File: src/rtl/spi_slave_if.sv
// Bus bundle for spi_slave: Wishbone register port plus the SPI pins.
`timescale 1ns/1ps
interface spi_slave_if;
  logic        wb_adr_i;
  logic [15:0] wb_dat_i;
  logic [15:0] wb_dat_o;
  logic [1:0]  wb_sel_i;
  logic        wb_we_i;
  logic        wb_cyc_i;
  logic        wb_stb_i;
  logic        wb_ack_o;
  logic        sclk_i;
  logic        ss_n_i;
  logic        mosi_i;
  logic        miso_o;
  logic        miso_oe_o;
  logic        irq_o;

  modport slave (
    input  wb_adr_i, wb_dat_i, wb_sel_i, wb_we_i, wb_cyc_i, wb_stb_i,
    input  sclk_i, ss_n_i, mosi_i,
    output wb_dat_o, wb_ack_o, miso_o, miso_oe_o, irq_o
  );

  modport master (
    output wb_adr_i, wb_dat_i, wb_sel_i, wb_we_i, wb_cyc_i, wb_stb_i,
    output sclk_i, ss_n_i, mosi_i,
    input  wb_dat_o, wb_ack_o, miso_o, miso_oe_o, irq_o
  );
endinterface

File: src/rtl/spi_slave.sv
// Mode-0 SPI responder with a 16-bit Wishbone register port; ack one cycle after strobe, never stalls.
// SPI pins are synchronized (SYNC_STAGES flops) so an edge takes effect SYNC_STAGES+1 cycles later.
`timescale 1ns/1ps
module spi_slave #(
  parameter logic [7:0] IDLE_BYTE   = 8'hFF,
  parameter int         SYNC_STAGES = 2
) (
  input logic        wb_clk_i,
  input logic        wb_rst_i,
  spi_slave_if.slave bus
);

  logic [SYNC_STAGES-1:0] sclk_pipe, ss_pipe, mosi_pipe;
  logic sclk_prev, ss_prev;
  logic sclk_s, ss_s, mosi_s;
  logic selected, ss_fall, ss_rise, sclk_rise, sclk_fall;
  logic byte_done, tx_load, tx_shift_en;

  logic [2:0] bit_cnt;
  logic       bit_seen;
  logic [7:0] rx_shift, tx_shift, rx_data, tx_hold;
  logic       rx_valid, overrun, underrun, tx_full, ien;
  logic       miso_oe, ack, irq;
  logic       acc, rd_data, wr_data, wr_ctrl;
  logic [15:0] status, dat_out;
  logic       unused_dat;

  assign sclk_s = sclk_pipe[SYNC_STAGES-1];
  assign ss_s   = ss_pipe[SYNC_STAGES-1];
  assign mosi_s = mosi_pipe[SYNC_STAGES-1];

  always_ff @(posedge wb_clk_i or posedge wb_rst_i) begin
    if (wb_rst_i) begin
      sclk_pipe <= '0;
      ss_pipe   <= '1;
      mosi_pipe <= '0;
      sclk_prev <= 1'b0;
      ss_prev   <= 1'b1;
    end else begin
      sclk_pipe <= {sclk_pipe[SYNC_STAGES-2:0], bus.sclk_i};
      ss_pipe   <= {ss_pipe[SYNC_STAGES-2:0], bus.ss_n_i};
      mosi_pipe <= {mosi_pipe[SYNC_STAGES-2:0], bus.mosi_i};
      sclk_prev <= sclk_s;
      ss_prev   <= ss_s;
    end
  end

  assign selected    = ~ss_s;
  assign ss_fall     = ss_prev & ~ss_s;
  assign ss_rise     = ~ss_prev & ss_s;
  assign sclk_rise   = selected & sclk_s & ~sclk_prev;
  assign sclk_fall   = selected & ~sclk_s & sclk_prev;
  assign byte_done   = sclk_rise & (bit_cnt == 3'd7);
  // bit_seen keeps a falling edge right after select from counting as a byte boundary
  assign tx_load     = ss_fall | (sclk_fall & (bit_cnt == 3'd0) & bit_seen);
  assign tx_shift_en = sclk_fall & (bit_cnt != 3'd0);

  assign acc     = ack & bus.wb_cyc_i & bus.wb_stb_i;
  assign rd_data = acc & ~bus.wb_we_i & ~bus.wb_adr_i;
  assign wr_data = acc & bus.wb_we_i & ~bus.wb_adr_i & bus.wb_sel_i[0];
  assign wr_ctrl = acc & bus.wb_we_i & bus.wb_adr_i;

  always_ff @(posedge wb_clk_i or posedge wb_rst_i) begin
    if (wb_rst_i) begin
      bit_cnt  <= 3'd0;
      bit_seen <= 1'b0;
      rx_shift <= 8'h00;
      tx_shift <= IDLE_BYTE;
      miso_oe  <= 1'b0;
    end else if (ss_rise) begin
      bit_cnt  <= 3'd0;
      bit_seen <= 1'b0;
      miso_oe  <= 1'b0;
    end else begin
      if (ss_fall) begin
        bit_cnt  <= 3'd0;
        bit_seen <= 1'b0;
        miso_oe  <= 1'b1;
      end
      if (sclk_rise) begin
        rx_shift <= {rx_shift[6:0], mosi_s};
        bit_cnt  <= bit_cnt + 3'd1;
        bit_seen <= 1'b1;
      end
      if (tx_load)
        tx_shift <= tx_full ? tx_hold : IDLE_BYTE;
      else if (tx_shift_en)
        tx_shift <= {tx_shift[6:0], 1'b0};
    end
  end

  // Set conditions are tested first so a coincident clear loses.
  always_ff @(posedge wb_clk_i or posedge wb_rst_i) begin
    if (wb_rst_i) begin
      rx_data  <= 8'h00;
      rx_valid <= 1'b0;
      overrun  <= 1'b0;
      underrun <= 1'b0;
      tx_hold  <= IDLE_BYTE;
      tx_full  <= 1'b0;
      ien      <= 1'b0;
      ack      <= 1'b0;
      irq      <= 1'b0;
    end else begin
      ack <= bus.wb_cyc_i & bus.wb_stb_i & ~ack;
      irq <= ien & (rx_valid | overrun | underrun);
      if (byte_done)
        rx_data <= {rx_shift[6:0], mosi_s};
      if (byte_done)
        rx_valid <= 1'b1;
      else if (rd_data)
        rx_valid <= 1'b0;
      if (byte_done & rx_valid & ~rd_data)
        overrun <= 1'b1;
      else if (wr_ctrl & bus.wb_sel_i[0] & bus.wb_dat_i[2])
        overrun <= 1'b0;
      if (tx_load & ~tx_full)
        underrun <= 1'b1;
      else if (wr_ctrl & bus.wb_sel_i[0] & bus.wb_dat_i[4])
        underrun <= 1'b0;
      if (wr_data)
        tx_hold <= bus.wb_dat_i[7:0];
      if (wr_data)
        tx_full <= 1'b1;
      else if (tx_load)
        tx_full <= 1'b0;
      if (wr_ctrl & bus.wb_sel_i[1])
        ien <= bus.wb_dat_i[8];
    end
  end

  assign status = {7'b0, ien, 3'b0, underrun, ~ss_s, overrun, tx_full, rx_valid};

  always_comb begin
    dat_out = 16'h0000;
    if (ack)
      dat_out = bus.wb_adr_i ? status : {8'h00, rx_data};
  end

  assign unused_dat    = &{1'b0, bus.wb_dat_i[15:9]};
  assign bus.wb_dat_o  = dat_out;
  assign bus.wb_ack_o  = ack;
  assign bus.miso_oe_o = miso_oe;
  assign bus.miso_o    = miso_oe ? tx_shift[7] : 1'b1;
  assign bus.irq_o     = irq;

endmodule

File: src/flat_wrapper.sv
// flat-port wrapper written by rule: the top's interface ports become plain ports
module spi_slave_flat 
#(
  parameter logic [7:0] IDLE_BYTE   = 8'hFF,
  parameter int         SYNC_STAGES = 2
)
  (wb_clk_i, wb_rst_i, bus_wb_adr_i, bus_wb_dat_i, bus_wb_sel_i, bus_wb_we_i, bus_wb_cyc_i, bus_wb_stb_i, bus_sclk_i, bus_ss_n_i, bus_mosi_i, bus_wb_dat_o, bus_wb_ack_o, bus_miso_o, bus_miso_oe_o, bus_irq_o);
  spi_slave_if bus_i ();
  input logic wb_clk_i;
  input logic wb_rst_i;
  input wire logic [$bits(bus_i.wb_adr_i)-1:0] bus_wb_adr_i;
  input wire logic [$bits(bus_i.wb_dat_i)-1:0] bus_wb_dat_i;
  input wire logic [$bits(bus_i.wb_sel_i)-1:0] bus_wb_sel_i;
  input wire logic [$bits(bus_i.wb_we_i)-1:0] bus_wb_we_i;
  input wire logic [$bits(bus_i.wb_cyc_i)-1:0] bus_wb_cyc_i;
  input wire logic [$bits(bus_i.wb_stb_i)-1:0] bus_wb_stb_i;
  input wire logic [$bits(bus_i.sclk_i)-1:0] bus_sclk_i;
  input wire logic [$bits(bus_i.ss_n_i)-1:0] bus_ss_n_i;
  input wire logic [$bits(bus_i.mosi_i)-1:0] bus_mosi_i;
  output wire logic [$bits(bus_i.wb_dat_o)-1:0] bus_wb_dat_o;
  output wire logic [$bits(bus_i.wb_ack_o)-1:0] bus_wb_ack_o;
  output wire logic [$bits(bus_i.miso_o)-1:0] bus_miso_o;
  output wire logic [$bits(bus_i.miso_oe_o)-1:0] bus_miso_oe_o;
  output wire logic [$bits(bus_i.irq_o)-1:0] bus_irq_o;
  assign bus_i.wb_adr_i = bus_wb_adr_i;
  assign bus_i.wb_dat_i = bus_wb_dat_i;
  assign bus_i.wb_sel_i = bus_wb_sel_i;
  assign bus_i.wb_we_i = bus_wb_we_i;
  assign bus_i.wb_cyc_i = bus_wb_cyc_i;
  assign bus_i.wb_stb_i = bus_wb_stb_i;
  assign bus_i.sclk_i = bus_sclk_i;
  assign bus_i.ss_n_i = bus_ss_n_i;
  assign bus_i.mosi_i = bus_mosi_i;
  assign bus_wb_dat_o = bus_i.wb_dat_o;
  assign bus_wb_ack_o = bus_i.wb_ack_o;
  assign bus_miso_o = bus_i.miso_o;
  assign bus_miso_oe_o = bus_i.miso_oe_o;
  assign bus_irq_o = bus_i.irq_o;
  spi_slave #(.IDLE_BYTE(IDLE_BYTE), .SYNC_STAGES(SYNC_STAGES)) u_core (.wb_clk_i(wb_clk_i), .wb_rst_i(wb_rst_i), .bus(bus_i));
endmodule
File: config.mk
export PLATFORM = sky130hd
export DESIGN_NAME = spi_slave_flat
export DESIGN_NICKNAME = d
export VERILOG_FILES = /design/src/rtl/spi_slave_if.sv /design/src/rtl/spi_slave.sv /design/src/flat_wrapper.sv
export SDC_FILE = /design/constraint.sdc
export NUM_CORES = 1
export LEC_CHECK = 0
export CAP_MARGIN = 15
export CORE_UTILIZATION = 45
export CTS_CLUSTER_DIAMETER = 40
export DETAILED_ROUTE_END_ITERATION = 8
export PLACE_DENSITY = 0.8
export SLEW_MARGIN = 20
export SYNTH_ARGS = -nofsm -noshare
export SYNTH_HDL_FRONTEND = slang
export SYNTH_SLANG_ARGS = --single-unit
File: constraint.sdc
create_clock -name wb_clk_i -period 3.3 [get_ports wb_clk_i]
set_clock_uncertainty 0.1 [all_clocks]
set_input_delay 0.33 -clock wb_clk_i [delete_from_list [all_inputs] [get_ports wb_clk_i]]
set_output_delay 0.33 -clock wb_clk_i [all_outputs]
set_load 0.05 [all_outputs]
==> run summary, run 1 <==
The run finished with clean final reports. For the worst setup path, the data required time is 2.87 ns. Setup violations remaining at the end of the flow were counted as 0.

The tools report the total number of vias as 1420. Entering global routing, the biggest net connects 52 pins. The total iterations of the first detailed-routing run was 4; the number of CTS-inserted buffers was 5. Summed over all cells, the static leakage comes to 1.237 nW.

The tools report the post-synthesis sequential area ratio as 0.5644. The initial core utilization was 0.4782; the average vias per placed instance was 4.913. The initial antenna violation count is 0. Clock latency on the worst-skew pair, taken at its later pin, is 0.31 ns.

Wire length of the first global-routing pass: 6713 um. CTS built an H-tree with a depth of 2. The clock period could shrink to 2.653 ns. The worst hold path cell count was 0. After synthesis the netlist holds a flip-flop and latch count of 51. Once placement completed, the tool counted placed cells totaling 281. Across the run, the number of max-cap violations was 0.

In the final design database the tool counted 253 nets. The synthesized netlist cell count came out at 188. The HPWL after detailed placement is 2745 um. The total area inside the core boundary comes to 4817 um2. The via count of the first global-routing pass is 1436, and the highest net fanout along the worst path is 10.

The tree built by TritonCTS fans out to 51 sinks. The number of diodes added for antenna fixing came out at 0. The worst register-to-register path begins at u_core.ss_pipe[1].

Setup repair after global routing left no endpoint under its margin. The area fraction of the dominant cell type after synthesis was 0.3476; the routability congestion estimate was 0.7368. The placed instances occupy a cell area of 2646 um2.

The beginning of the critical path was bus_wb_adr_i. The share of async-settable or async-resettable flops after synthesis is 1.000. The Yosys step of the flow raised 0 warnings. The logs give 0.5704 for the post-route core utilization and 0.3770 GHz for the achievable clock frequency. The total overflow left after global routing is 0. The power per cell area is 535.4 nW/um2, and the critical path arrival is 2.22 ns.

Once the clock tree was built, the resizer swapped 0 gates to a different size. For hold timing, the worst endpoint is u_core.mosi_pipe[1]. The ratio of final minimum period to clock period is 0.8038, and the area of the die is 5409 um2. The worst hold path belongs to the class reg -> reg. Synthesis instantiated 35 different standard cells from the library. The predominant post-synthesis flop cell is sky130_fd_sc_hd__dfrtp_1. The final count of hold timing violations came out at 0.

In this run the count of I/O pins placed on the die edge is 47. After synthesis, the cell types taking the most area are sky130_fd_sc_hd__dfrtp_1 35%, sky130_fd_sc_hd__dfstp_2 22%, sky130_fd_sc_hd__mux2_2 12%. The buffer levels on the longest clock path was 2. The endpoint identified for the worst register-to-register timing path is u_core.tx_shift[3]. The proportion of layout cells with a drive suffix above 1 came out at 0.2568. STA classifies the critical path endpoint as a primary output. The tools report the startpoint kind of the worst setup timing path as an input port. Minimum setup slack among reg-to-reg paths: 1.23 ns. Summed over all layers, the routed wires come to 3921 um. TritonCTS built the clock tree. The clock slew seen by the registers of the worst setup and hold paths works out to 0.09 ns.

Dividing the synthesized area by the synthesized cell count gives 12.25 um2. The total routing resource utilization after global routing was 0.1674; the mapped cell area was 2303 um2. The area growth from synthesis to layout is 19.28%.

The relative slew slack came out at 0.4352. The most frequently used cell type in the post-synthesis netlist is sky130_fd_sc_hd__dfrtp_1. In this run the most critical hold path is launched from u_core.mosi_pipe[0]. The number of buffers added on ports was 32; the number of cells in the finished layout apart from fillers was 289. Measured along the x axis, the die boundary spans 73.55 um. Across the VDD grid, the largest voltage drop is 0.3213 mV. Slew of the pin with the lowest slew margin: 0.8463 ns. The tools report the cell row count as 25. The tools report the buffer cell driving the clock tree root as sky130_fd_sc_hd__clkbuf_8. Startpoint-to-endpoint class of the critical path: in -> out. The top cell type by total area after synthesis is sky130_fd_sc_hd__dfrtp_1.

The count of antenna-violating nets left after detailed routing was 0; the worst-case reg-to-reg path depth was 5. Max-slew violation count: 0. For this design, the CTS-stage hold fixing added 0 buffers.

Dividing the detail-routed wire length by the instance count gives 13.57 um. The number of synthesized flops with an enable pin works out to 0. The run gives 37 as the number of DRC markers in iteration 0. The final-layout setup total negative slack is 0 ns, and the DRC violations left is 0. The finished cells cover 2748 um2.

By count the netlist is led by 32 x sky130_fd_sc_hd__dfrtp_1, 24 x sky130_fd_sc_hd__mux2_2, 19 x sky130_fd_sc_hd__dfstp_2, 16 x sky130_fd_sc_hd__nand2_1, 11 x sky130_fd_sc_hd__mux2i_1. In this run the post-CTS setup repair buffer count came out at 0. From bottom edge to top edge, the die measures 73.55 um.
-- through the flow --
step	power, W	setup WS [ns]	hold slack (ns)
detailed placement	0.001098	0.6270	0.2364
finish	0.001471	0.6474	0.2552
CTS	0.001485	0.6372	0.2563
floorplan	0.001015	1.237	0.2312
global placement	0.001081	0.6414	0.2321
global route	0.001544	0.5333	0.2667
-- worst max-delay path, cell delays in order --
cell and delay (ns):
sky130_fd_sc_hd__clkdlybuf4s50_1 0.64, sky130_fd_sc_hd__nor2b_1 0.29, sky130_fd_sc_hd__and2_1 0.16, sky130_fd_sc_hd__clkdlybuf4s50_1 0.80
-- state kept, by name (all words and copies together) (netlist names), 2 cells and up --
name / cells
u_core.bit_cnt: 3
u_core.mosi_pipe: 2
u_core.rx_data: 8
u_core.rx_shift: 7
u_core.sclk_pipe: 2
u_core.ss_pipe: 2
u_core.tx_hold: 8
u_core.tx_shift: 8
-- worst max path at each step --
stage | depth (start not counted) | to
2_1_floorplan | 2 | bus_wb_dat_o[0]
3_3_place_gp | 4 | bus_wb_dat_o[4]
3_5_place_dp | 4 | bus_wb_dat_o[6]
4_1_cts | 4 | bus_wb_dat_o[6]
5_1_grt | 4 | bus_wb_dat_o[1]
6_report | 4 | bus_wb_dat_o[5]
-- power by group --
group | switching [W] | total [W] | internal, W
registers | 0.0000647 | 0.000825 | 0.000761
logic | 0.000134 | 0.000255 | 0.000121
clock network | 0.000199 | 0.000391 | 0.000192
total | 0.000398 | 0.00147 | 0.00107
-- per-layer routing --
layer,routed length [um],global-route usage,vias to the layer above
met5,0,0,-
met4,72,0.07479,0
met3,158,0.03567,10
met2,1856,0.2650,31
met1,1833,0.2217,691
li1,-,-,688
-- cell families (layout without fill, tap and decap cells) --
kind of cell	Yosys count	count (layout)	share of synthesized area
other cells	1	7	0.001628
simple gates	52	52	0.1255
compound gates	22	22	0.06192
fa+ha+maj	5	5	0.02716
mux	35	35	0.1651
buf+inv	22	50	0.05431
flops	51	51	0.5644
-- cell usage in the layout (no fill, tap or decap), types with 2 or more instances in the layout --
cell,synthesis,final
sky130_fd_sc_hd__mux2_2,24,24
sky130_fd_sc_hd__clkbuf_8,0,7
sky130_fd_sc_hd__nor2_1,7,7
sky130_fd_sc_hd__nand2_1,16,16
sky130_fd_sc_hd__a21oi_1,4,4
sky130_fd_sc_hd__nor2b_1,5,5
sky130_fd_sc_hd__dfrtp_1,32,32
sky130_fd_sc_hd__ha_1,5,5
sky130_fd_sc_hd__o2bb2ai_1,2,2
sky130_fd_sc_hd__nor3_1,3,3
sky130_fd_sc_hd__clkdlybuf4s50_1,0,32
sky130_fd_sc_hd__nand2b_1,9,9
sky130_fd_sc_hd__inv_1,9,8
sky130_fd_sc_hd__dfstp_2,19,19
sky130_fd_sc_hd__mux2i_1,11,11
sky130_fd_sc_hd__conb_1,1,7
sky130_fd_sc_hd__and2_1,4,4
sky130_fd_sc_hd__o21ai_0,9,9
-- layout make-up --
| type | count | area, um2 |
|---|---|---|
| fill | 424 | 2069 |
| timing repair buffer | 33 | 327.8 |
| sequential | 51 | 1300 |
| multi-input combinational | 121 | 900.9 |
| clock buffer | 8 | 100.1 |
| tap | 67 | 83.83 |
| inverter | 9 | 35.03 |
(Power assumes the default switching activity.)
==> inputs of run 2 (changes only) <==
--- a/config.mk
+++ b/config.mk
@@ -9,7 +9,7 @@
 export CORE_UTILIZATION = 45
 export CTS_CLUSTER_DIAMETER = 40
 export DETAILED_ROUTE_END_ITERATION = 8
-export PLACE_DENSITY = 0.8
+export PLACE_DENSITY = 0.83
 export SLEW_MARGIN = 20
 export SYNTH_ARGS = -nofsm -noshare
 export SYNTH_HDL_FRONTEND = slang
==> constraint.sdc (replaced) <==
create_clock -name wb_clk_i -period 2.31 [get_ports wb_clk_i]
set_clock_uncertainty 0.1 [all_clocks]
set_input_delay 0.231 -clock wb_clk_i [delete_from_list [all_inputs] [get_ports wb_clk_i]]
set_output_delay 0.231 -clock wb_clk_i [all_outputs]
set_load 0.05 [all_outputs]
==> run 2 against run 1 <==
Net effect:
- cell area grew 4.8%
- core utilization grew 2.7 points
- global-route usage grew 0.48 points
- clock-buffer cell count is the same
- non-clock buffer count grew 4
- worst hold slack lost 0.099 ns
- critical endpoint is now u_core.tx_shift[3]
- first-iteration DRC count grew 89%
- register-to-register slack lost 1.0 ns
- critical path depth grew 1
- die area is the same
- final cell count grew 1.4%
- critical path type is now reg -> reg
- flip-flop and latch count is the same
==> run summary, run 2 (synthesized netlist as in run 1, its figures left out) <==
The proportion of layout cells with a drive suffix above 1 is 0.3097. For the pin with the worst max-slew slack, the measured transition is 0.5481 ns. The number of setup buffers added after CTS is 0. After floorplanning, the core was divided into 25 placement rows. After the first detailed-routing iteration, the DRC count stood at 70. In this run the deepest clock path goes through 2 buffers.

The run gives 31 as the pin count of the biggest net entering global routing. The run finished with clean final reports. The run gives 3869 um as the total wirelength of the detailed-routed design. The post-route core utilization was 0.5977; the total number of vias was 1429. The highest net fanout along the worst path is 15. The power dissipated by switching net loads was 0.0005624 W; the width of the die was 73.55 um. Number of sinks handled by clock tree synthesis: 51. Measured along the y axis, the die boundary spans 73.55 um. The logs give 0 for the number of diodes added for antenna fixing and 0 for the initial antenna violation count. Setup repair after global routing left no endpoint under its margin. The wire length of the first global-routing pass came out at 6762 um. The run gives 0 as the final count of hold timing violations.

The die covers 5409 um2. Max-cap violations in this run came to 0. The number of CTS-inserted buffers was 5. The most common cell after layout, fill and taps aside was sky130_fd_sc_hd__dfrtp_1. The part of the total power dissipated in the clock network was 0.261. In the layout the commonest cells are 32 x sky130_fd_sc_hd__dfrtp_1, 24 x sky130_fd_sc_hd__mux2_2, 23 x sky130_fd_sc_hd__clkdlybuf4s50_1. The share of power burned in registers is 0.559, and the average vias per placed instance is 4.877. The critical path in this run is classified as reg -> reg. The filler cells instantiated in the layout total 390. In this run the remaining antenna-violating nets after routing total 0. Data arrives at the worst endpoint at 2.21 ns. The worst-case reg-to-reg path depth works out to 5. For the DRC violations left, the log shows 0.

The tools report the required time at the worst-slack endpoint as 2.42 ns. Combinational fraction of design power: 0.180. STA classifies the critical path endpoint as a register. After global routing the overflow that remains totals 0. Hold repair after CTS inserted 0 buffers.

The worst register-to-register path begins at u_core.ss_pipe[1]. The worst-case setup margin in the final layout is 0.2116 ns, and the setup-violating endpoint count in the final report is 0. For this run, the post-layout net count is 257. The largest registers in the layout are u_core.rx_data: 8 flops, u_core.tx_hold: 8 flops, u_core.tx_shift: 8 flops.

The H-tree generated during clock tree synthesis spans 2 levels. Startpoint kind of the worst setup timing path: a register. For flop-to-flop paths, the worst setup slack is 0.21 ns. The worst min-delay path category was in -> async. Fraction of power spent switching nets: 0.2669. Summed over all nets, the half-perimeter wirelength after detailed placement is 2832 um.

Post-cts resize count: 0. The run gives 0.4782 as the initial core utilization. Clock latency on the worst-skew pair, taken at its later pin, is 0.30 ns.

The area added between synthesis and finish was 24.99%. TritonCTS built the clock tree. The run gives 1460 as the via count of the first global-routing pass.

Final-layout setup total negative slack: 0 ns. The peak supply drop was 0.5117 mV; the achievable clock frequency was 0.4766 GHz. The relative slew slack was 0.6335; the max-slew violation count was 0.

In the final routed layout, each cell accounts on average for 13.20 um. The smallest clock period supported by the final layout is computed as 2.098 ns. The ratio of final minimum period to clock period works out to 0.9084. The logs give 0.8275 for the routability congestion estimate and 0.002107 W for the total power of the final layout. The end of the worst register-to-register path was u_core.tx_shift[3]. The number of placed I/O pins is 47. Summed over all cells, the static leakage comes to 1.305 nW. The internal power contribution is 0.001545 W, and the power per cell area is 731.9 nW/um2. The number of buffers added on ports works out to 32.

For the post-placement worst setup slack, the log shows 0.2252 ns. Hold is met by 0.1560 ns. For this run, the detailed router's first-pass iteration total came to 4. Clock tree synthesis selected as its root buffer the cell sky130_fd_sc_hd__clkbuf_8. The total core area was 4817 um2; the clock slew seen by the registers of the worst setup and hold paths was 0.08 ns. The run gives 0.1722 as the total routing resource utilization after global routing.
-- run 2: cell types whose count changed in the layout (fill, tap and decap cells not counted) --
cell,before,now
sky130_fd_sc_hd__buf_12,0,10
sky130_fd_sc_hd__clkdlybuf4s50_1,32,23
sky130_fd_sc_hd__buf_4,1,4
sky130_fd_sc_hd__clkinv_2,1,0
sky130_fd_sc_hd__inv_2,0,1
-- run 2: metrics by stage --
| step | instances | instance area [um2] |
|---|---|---|
| floorplan | 194 | 2326 |
| global placement | 285 | 2779 |
| detailed placement | 285 | 2779 |
| CTS | 293 | 2879 |
| global route | 293 | 2879 |
| finish | 293 | 2879 |
-- run 2: worst max-delay path by stage --
stage	startpoint	endpoint	slack, ns
floorplan	u_core.bus.wb_ack_o	bus_wb_dat_o[0]	0.35
global placement	u_core.ss_pipe[1]	u_core.tx_shift[1]	0.28
detailed placement	u_core.ss_pipe[1]	u_core.tx_shift[3]	0.23
CTS	u_core.ss_pipe[1]	u_core.tx_shift[3]	0.21
global route	u_core.ss_pipe[1]	u_core.tx_shift[3]	0.05
finish	u_core.ss_pipe[1]	u_core.tx_shift[3]	0.21
-- run 2: worst max-delay path, stage by stage (launching register included) --
cell and delay (ns):
sky130_fd_sc_hd__dfstp_2 0.61, sky130_fd_sc_hd__inv_1 0.07, sky130_fd_sc_hd__ha_1 0.28, sky130_fd_sc_hd__or4b_4 0.52
sky130_fd_sc_hd__o211ai_2 0.24, sky130_fd_sc_hd__o21ai_0 0.20
-- run 2: final cells by class --
cell class	count	area [um2]	share of cell area
Clock buffer	8	100.1	0.03477
Inverter	9	33.78	0.01173
Multi-Input combinational cell	121	900.9	0.3129
Sequential cell	51	1300	0.4515
Tap cell	67	83.83	0.02912
Timing Repair Buffer	37	460.4	0.1599
-- run 2: power by group through the flow --
stage	Clock [W]	Sequential (W)	Combinational, W
floorplan	0	0.00118	0.000271
global placement	0	0.00119	0.000373
detailed placement	0	0.00119	0.000386
CTS	0.000566	0.00118	0.000386
global route	0.000607	0.00120	0.000421
finish	0.000549	0.00118	0.000380
-- run 2: routing by layer --
layer	up-vias	share of wire	global-route usage
met4	0	0.012	0.05769
met1	703	0.45	0.2191
met5	-	0	0
met3	5	0.039	0.05898
met2	27	0.50	0.2752
li1	694	-	-
==> inputs of run 3 (changes only) <==
--- a/config.mk
+++ b/config.mk
@@ -6,6 +6,7 @@
 export NUM_CORES = 1
 export LEC_CHECK = 0
 export CAP_MARGIN = 15
+export CORE_MARGIN = 5
 export CORE_UTILIZATION = 45
 export CTS_CLUSTER_DIAMETER = 40
 export DETAILED_ROUTE_END_ITERATION = 8
==> run 3 against run 2 <==
Net effect:
- worst setup slack improved by 0.0024 ns
- core utilization shrank 3.0 points
- worst hold slack gained 0.056 ns
- non-clock buffer count stayed put
- via count down 0.49%
- routed wire length increased by 5.4%
- register-to-register slack hardly changed
- critical path type unchanged
==> run summary, run 3 (synthesized netlist as in run 1, its figures left out) <==
After detailed routing, the number of remaining DRC violations is 0. The run gives 30 as the number of DRC markers in iteration 0. The pin count of the biggest net entering global routing came out at 30. The buffer cell driving the clock tree root is sky130_fd_sc_hd__clkbuf_8.

Compared with the post-synthesis result, the final layout area differs by 24.28%. The tightest hold path in the finished design has a slack of 0.2121 ns. The average wire per standard cell was 13.78 um; the number of diodes added for antenna fixing was 0.

The critical path is of the reg -> reg type. For the number of sinks handled by clock tree synthesis, the log shows 51. The ratio of final minimum period to clock period came out at 0.9074. The startpoint kind of the worst setup timing path is a register. Of all nets on the critical path, the largest fanout is 15. For this block, the via count after detailed routing is 1422. The max-slew violation count is 0. The proportion of layout cells with a drive suffix above 1 is 0.3009, and the average vias per placed instance is 4.804. STA puts the critical path data required time at 2.43 ns. For the worst-skew pair, the clock arrives at the later sink with an insertion delay of 0.30 ns. The critical path depth works out to 6. The tightest min-delay check is of the in -> async type. In this run the critical register-to-register path is launched from u_core.ss_pipe[1].

The overflow left after global routing came out at 0. For the buffer levels on the longest clock path, the log shows 2. The slew of the pin with the lowest slew margin came out at 0.6018 ns. The number of CTS-inserted buffers was 5; the number of hold-repair buffers added at the cts stage was 0. The logs give 0.4771 GHz for the achievable clock frequency and 4 for the total iterations of the first detailed-routing run. For this design the top-level I/O count stands at 47. Walking the worst path, the cells encountered are inv_1 -> ha_1 -> or4b_4 -> o211ai_2 -> nand2_1 -> o21ai_0.

The relative slew slack was 0.5982. After layout, the minimum clock period comes to 2.096 ns. The tool flagged a number of max-cap violations equal to 0.

Leaving out fill and tap cells, the most frequent cells in the layout are 32 x sky130_fd_sc_hd__dfrtp_1, 24 x sky130_fd_sc_hd__mux2_2, 23 x sky130_fd_sc_hd__clkdlybuf4s50_1. The die extent in y is 81.55 um. The logs give 0 for the final count of hold timing violations and 0.4568 for the initial core utilization. The cell family contributing the most delay on the critical path is simple AND/OR/NAND/NOR gates. The static leakage is 1.293 nW, and the buffering stage count on the worst path with inverters included is 1.

The logs give 5042 um2 for the total core area and 4079 um for the total wirelength of the detailed-routed design. For the count of antenna-violating nets left after detailed routing, the log shows 0. CTS built an H-tree with a depth of 2. Peak supply drop: 0.4331 mV. The logs give 2783 um2 for the standard cell area after detailed placement and 0 for the setup-violating endpoint count in the final report.

TritonCTS built the clock tree. Data arrives at the worst endpoint at 2.21 ns. For the worst flop-to-flop path, the logic depth is 6. The initial antenna violation count is 0. Slowest library cell on the worst path: sky130_fd_sc_hd__dfstp_2. The post-route core utilization was 0.5677. Kind of end point of the critical path: a register. The via count of the first global-routing pass was 1453. The tools report the end of the worst register-to-register path as u_core.tx_shift[0].

The filler cell count was 402; the area of the die was 6650 um2. During placement, the flow inserted port buffers numbering 32. The first global-routing pass estimated 6886 um of wire.

Clock-pin slew was measured on the worst setup and hold paths at 0.09 ns. The power per cell area is 713.5 nW/um2, and the half-perimeter wire length of the detailed placement result is 2974 um. The post-CTS setup buffer count is 0. For this run, the slowest stage of the critical path takes 0.61 ns.

The cell row count came out at 26. The run finished with clean final reports. For the minimum setup slack among reg-to-reg paths, the log shows 0.21 ns. The design draws 0.002043 W. The width of the die was 81.55 um. For the post-cts resize count, the log shows 0. The largest registers in the layout are u_core.rx_data: 8 flops, u_core.tx_hold: 8 flops, u_core.tx_shift: 8 flops.

After the last flow step, the layout net total stands at 257. Summing all non-filler instances in the final layout gives an area of 2863 um2. Setup repair after global routing left no endpoint under its margin.

The total routing resource utilization after global routing was 0.1392. Adding up every negative setup slack in the final design gives 0 ns. Routability-driven placement finished with a final weighted congestion of 0.7101.

Most common cell after layout, fill and taps aside: sky130_fd_sc_hd__dfrtp_1.
-- run 3: routing by layer --
metal	wire [um]	global-route usage
met5	0	0
met4	71	0.06081
met1	1744	0.1781
met2	2043	0.2166
met3	220	0.04386
-- run 3: power breakdown --
group / switching (W) / internal, W / total [W] / leakage [nW]
Clock: 0.000266 / 0.000215 / 0.000482 / 0.0395
Sequential: 0.0000878 / 0.00109 / 0.00117 / 0.611
Combinational: 0.000202 / 0.000184 / 0.000386 / 0.642
-- run 3: area by class of cell --
type / count / area (um2) / share of cell area
well taps: 70 / 87.58 / 0.03059
multi-input cells: 121 / 900.9 / 0.3147
repair buffers: 37 / 460.4 / 0.1608
flip-flops and latches: 51 / 1300 / 0.4541
inverters: 9 / 33.78 / 0.01180
clock buffers: 8 / 80.08 / 0.02797
-- run 3: stage by stage --
step / worst slack, ns / cells
after floorplan: 0.3457 / 194
after detailed placement: 0.2052 / 288
after CTS: 0.1895 / 296
final: 0.2140 / 296
after global routing: 0.08987 / 296
after global placement: 0.2873 / 288
-- run 3: worst max-delay path by stage --
stage	startpoint	end	slack, ns
2_1_floorplan	u_core.bus.wb_ack_o	bus_wb_dat_o[0]	0.35
3_3_place_gp	u_core.ss_pipe[1]	u_core.tx_shift[5]	0.29
3_5_place_dp	u_core.ss_pipe[1]	u_core.tx_shift[0]	0.21
4_1_cts	u_core.ss_pipe[1]	u_core.tx_shift[0]	0.19
5_1_grt	u_core.ss_pipe[1]	u_core.tx_shift[0]	0.09
6_report	u_core.ss_pipe[1]	u_core.tx_shift[0]	0.21
